## src/rtl/irqctl.sv

```systemverilog
// irqctl: prioritised interrupt controller for the 6801 system bus
// Ports: clk system clock; rst asynchronous active-low reset; irq registered CPU request;
//        AD/DI/DO/rw/cs 8-register slave bus; src raw asynchronous interrupt sources.
// Build option IRQCTL_EDGE_EN adds edge mode, edge flags, FORCE and PEND write-1-clear.
module irqctl #(
    parameter int CHANNELS    = 8,
    parameter int SYNC_STAGES = 2
) (
    input  logic                clk,
    input  logic                rst,
    output logic                irq,
    input  logic [2:0]          AD,
    input  logic [7:0]          DI,
    output logic [7:0]          DO,
    input  logic                rw,
    input  logic                cs,
    input  logic [CHANNELS-1:0] src
);
    logic [SYNC_STAGES-1:0][CHANNELS-1:0] sync;
    logic [CHANNELS-1:0] s, en, mode, pend, pe;
    logic                gie, wr;
    logic [2:0]          idx;
    logic [7:0]          rd;
    assign s  = sync[SYNC_STAGES-1];
    assign wr = cs & ~rw;
    assign pe = pend & en;
    always_ff @(posedge clk or negedge rst)
        if (!rst) begin
            sync <= '0;
            en   <= '0;
            gie  <= 1'b0;
            irq  <= 1'b0;
        end else begin
            sync[0] <= src;
            for (int i = 1; i < SYNC_STAGES; i++) sync[i] <= sync[i-1];
            if (wr && AD == 3'd2) en <= DI[CHANNELS-1:0];
            if (wr && AD == 3'd5) gie <= DI[0];
            irq <= gie & |pe;
        end
`ifdef IRQCTL_EDGE_EN
    logic [CHANNELS-1:0] s_prev, flag, mode_n, frc, clr;
    assign mode_n = (wr && AD == 3'd3) ? DI[CHANNELS-1:0] : mode;
    assign frc    = (wr && AD == 3'd6) ? DI[CHANNELS-1:0] : '0;
    assign clr    = (wr && AD == 3'd1) ? DI[CHANNELS-1:0] : '0;
    assign pend   = (mode & flag) | (~mode & s);
    // set terms are ORed after the clear so a coincident edge wins; masking
    // with the next MODE drops flags of channels leaving edge mode
    always_ff @(posedge clk or negedge rst)
        if (!rst) begin
            s_prev <= '0;
            flag   <= '0;
            mode   <= '0;
        end else begin
            s_prev <= s;
            mode   <= mode_n;
            flag   <= ((flag & ~clr) | (s & ~s_prev) | frc) & mode_n;
        end
`else
    assign mode = '0;
    assign pend = s;
`endif
    // scan downwards so the lowest-numbered pending channel ends up in idx
    always_comb begin
        idx = '0;
        for (int i = CHANNELS - 1; i >= 0; i--) if (pe[i]) idx = 3'(i);
    end
    always_comb begin
        case (AD)
            3'd0:    rd = 8'(s);
            3'd1:    rd = 8'(pend);
            3'd2:    rd = 8'(en);
            3'd3:    rd = 8'(mode);
            3'd4:    rd = {gie & |pe, 4'b0000, idx};
            3'd5:    rd = {7'b0, gie};
            default: rd = 8'h00;
        endcase
        DO = (cs && rw) ? rd : 8'h00;
    end
endmodule

```

## config.mk

```make
export PLATFORM = sky130hd
export DESIGN_NAME = irqctl
export DESIGN_NICKNAME = d
export VERILOG_FILES = /design/src/rtl/irqctl.sv
export SDC_FILE = /design/constraint.sdc
export NUM_CORES = 1
export LEC_CHECK = 0
export CAP_MARGIN = 0
export CORE_ASPECT_RATIO = 1.25
export CORE_MARGIN = 10
export CORE_UTILIZATION = 42
export CTS_CLUSTER_SIZE = 40
export DETAILED_ROUTE_END_ITERATION = 10
export PLACE_DENSITY_LB_ADDON = 0.2
export REMOVE_ABC_BUFFERS = 1
export SLEW_MARGIN = 20
export SYNTH_ARGS = -nofsm -noshare
export SYNTH_HDL_FRONTEND = slang
export SYNTH_SLANG_ARGS = --single-unit
```

## constraint.sdc

```tcl
create_clock -name clk -period 1.2 [get_ports clk]
set_input_delay 0.12 -clock clk [delete_from_list [all_inputs] [get_ports clk]]
set_output_delay 0.12 -clock clk [all_outputs]
set_load 0.02 [all_outputs]
```

==> flow_metrics.py <==
metrics = {
    "floorplan": {
        "core-area_um2": 2650,
        "ios": 32,
        "fp-row-count": 21,
        "die_w_um": 66.6,
        "die-area_um2": 5220,
        "die_h_um": 78.3,
        "initial_utilization_pct": 43.0,
    },
    "run_status": {
        "status": "finished, violations left",
        "violations": "negative setup slack",
    },
    "drt": {
        "remaining_drc_errors": 0,
        "firstDrtPassIters": 4,
        "antenna_left": 0,
        "wl_per_cell_um": 16.7,
        "avgViaCountPerCell": 5.32,
        "dr_total_vias": 1038,
        "wirelength_mm": 3.26,
        "drtIter0Drc": 49,
    },
    "clocking": {
        "cts_tree": "yes",
        "cts_buffer_depth": 2,
        "clkSinkCount": 26,
        "root_buffer": "clkbuf_4",
        "clkLatencyLatePin_ps": 310,
        "clk_pin_slew_ps": 130,
        "numCtsBuffers": 3,
        "postCtsHoldBufs": 0,
        "h-tree-depth": 1,
    },
    "cells_and_area": {
        "final_cell_area_um2": 1870,
        "num_antenna_cells": 0,
        "post-route-util_pct": 70.3,
        "layout-drive-gt1-share_pct": 47.2,
        "final_nets": 185,
        "syn_to_final_growth_pct": 63.3,
        "fin_cells": 195,
        "num-fill-cells": 189,
    },
    "worst_hold_path": {
        "min_path_type": "primary input to asynchronous set/reset pin",
    },
    "placed_design": {
        "gp_congestion": 0.870,
        "dp_hpwl_mm": 2.38,
        "dp.cells": 187,
        "numPortBuffers": 31,
        "placed_cell_area_um2": 1700,
    },
    "yosys": {
        "synthAdderAreaFrac_pct": 0,
        "async_flop_share_pct": 100,
        "ys_seq_elements": 26,
        "syn-instance-count": 95,
        "synthTopCellsByCount": "dfrtp_1, mux2_2, nand2b_1",
        "synth_area_leaders": "dfrtp_1, mux2_2, nand2b_1",
        "synthFlopType": "dfrtp_1",
        "synth_xor_area_share_pct": 0,
        "synth_edf_count": 0,
        "yosysMostFrequentCell": "dfrtp_1",
        "syn_area_per_cell_um2": 12.0,
        "yosysTopAreaCell": "dfrtp_1",
        "synth_top_family_by_area": "simple AND/OR/NAND/NOR gates",
        "yosys.area.top_type_share_pct": 57.0,
        "synth_warnings": 0,
        "synth_compound_area_share_pct": 11.5,
        "muxShareOfSynthArea_pct": 9.75,
        "post_synth_num_cell_types": 30,
        "syn-cell-area_um2": 1140,
        "synth-seq-area-share_pct": 57.0,
        "yosys.area_share.simple_pct": 19.4,
    },
    "worst_setup_path": {
        "crit_path_end_kind": "output port",
        "crit_chain": "a22o_1 > nand2b_4 > o31a_1 > o2bb2ai_2 > buf_6",
        "start_kind": "flop",
        "r2r_cells": 4,
        "r2r_end": "irq",
        "slowest_stage": "dfrtp_1",
        "endpoint": "DO[7]",
        "reg2reg_from": "pend[4]",
        "worst_path_largest_cell_delay_ps": 420,
        "worstPathArrival_ps": 1680,
        "r2r_slack_ps": -110,
        "crit_type": "flop to output port",
        "crit_path_start": "pend[4]",
        "crit_required_ps": 1080,
        "cp_max_fo": 2,
    },
    "power_and_ir_drop": {
        "fin_total_pwr_w": 0.00216,
        "ir_worst_vdd_v": 0.000890,
        "leakage_nw": 0.827,
        "powerDensity_nw_per_um2": 1160,
    },
    "sta": {
        "period_needed_ps": 1800,
        "fin_worst_skew_ps": 2.25,
        "tns_ps": -2880,
        "setup_viol": 9,
        "fin_ws_ps": -598,
        "finalHoldViolations": 0,
        "maxSlewHeadroom_pct": 78.6,
        "tightestPinTransition_ps": 321,
        "slew_violations": 0,
        "fmax_mhz": 556,
        "rsz0062_at_grt": "yes",
        "period_share_pct": 150,
    },
    "global_routing": {
        "grt_pass1_wl_mm": 5.35,
        "antenna_found_initial": 0,
        "grtUsageTotal_pct": 12.9,
        "grt-ovfl-total": 0,
        "grt_pass1_vias": 1175,
        "grt_max_degree": 27,
    },
    "run": {
        "drv_cap": 0,
    },
}
## routing by layer
| layer | GRT usage [%] | share of wire, % |
|---|---|---|
| met1 | 13.3 | 38 |
| met2 | 23.2 | 55 |
| met3 | 3.55 | 5.7 |
| met4 | 5.25 | 1.8 |
| met5 | 0 | 0 |
## worst min path at each step
stage               cells past startpoint  slack (ps)      end     from
finish                                  2         160  sync[1]      rst
global route                            2         170  sync[6]      rst
detailed placement                      0         340  pend[5]  sync[5]
floorplan                               0        -180    en[0]      rst
CTS                                     2         160  sync[6]      rst
global placement                        0         330  pend[4]  sync[4]
## sequential cells by signal, summed over array words and instances, names as in the netlist
register	cells
irq	1
gie	1
sync	8
en	8
pend	8
## stage by stage
stage               hold slack, ps  setup WS, ps
detailed placement             336         -1050
floorplan                     -176          -187
global placement               332          -997
CTS                            158          -582
finish                         157          -598
global route                   167          -706
## final cells by class
| type | instances | area [um2] | share of cell area, % |
|---|---|---|---|
| Sequential cell | 26 | 651 | 34.9 |
| Timing Repair Buffer | 66 | 589 | 31.6 |
| Multi-Input combinational cell | 65 | 547 | 29.3 |
| Tap cell | 34 | 42.5 | 2.28 |
| Clock buffer | 4 | 36.3 | 1.95 |
## critical path, delay by kind of cell, from the launching register on
| kind | cells | cell delay [ps] |
|---|---|---|
| and+or+nand+nor | 1 | 140 |
| buffers and inverters | 1 | 140 |
| AOI/OAI and AO/OA | 3 | 660 |
| DFF | 1 | 420 |
## cell usage in the layout (no fill, tap or decap), types with 2 or more instances in the layout
cell type        instances
a21oi_2                  3
mux2_2                   9
clkbuf_4                 3
a31oi_1                  3
clkdlybuf4s50_1         17
buf_4                   32
nand2b_4                 2
a22oi_2                  2
nor2_1                   5
a21oi_1                  3
buf_6                    9
dlygate4sd2_1            3
buf_2                    2
dfrtp_1                 26
nand3_1                  2
nand2b_1                 6
nand2_1                  3
nand3b_1                 6
## repair_timing
action,4_1_cts,5_1_grt
endpoints found under the setup margin,19,9
buffers inserted,5,2
pin swaps,16,3
gates resized for setup,76,3
## power breakdown
group	switching (W)	internal (W)
logic	0.000276	0.000408
clock network	0.000243	0.000185
registers	0.0000687	0.000982
## cells by family (layout without fill, tap and decap cells)
| logic type | count (synthesis) | count (layout) |
|---|---|---|
| multiplexers | 10 | 10 |
| flip-flops | 26 | 26 |
| buffers and inverters | 4 | 70 |
| AO/OA/AOI/OAI | 20 | 20 |
| AND/OR/NAND/NOR | 35 | 35 |
Power figures use the tool's default switching activity.
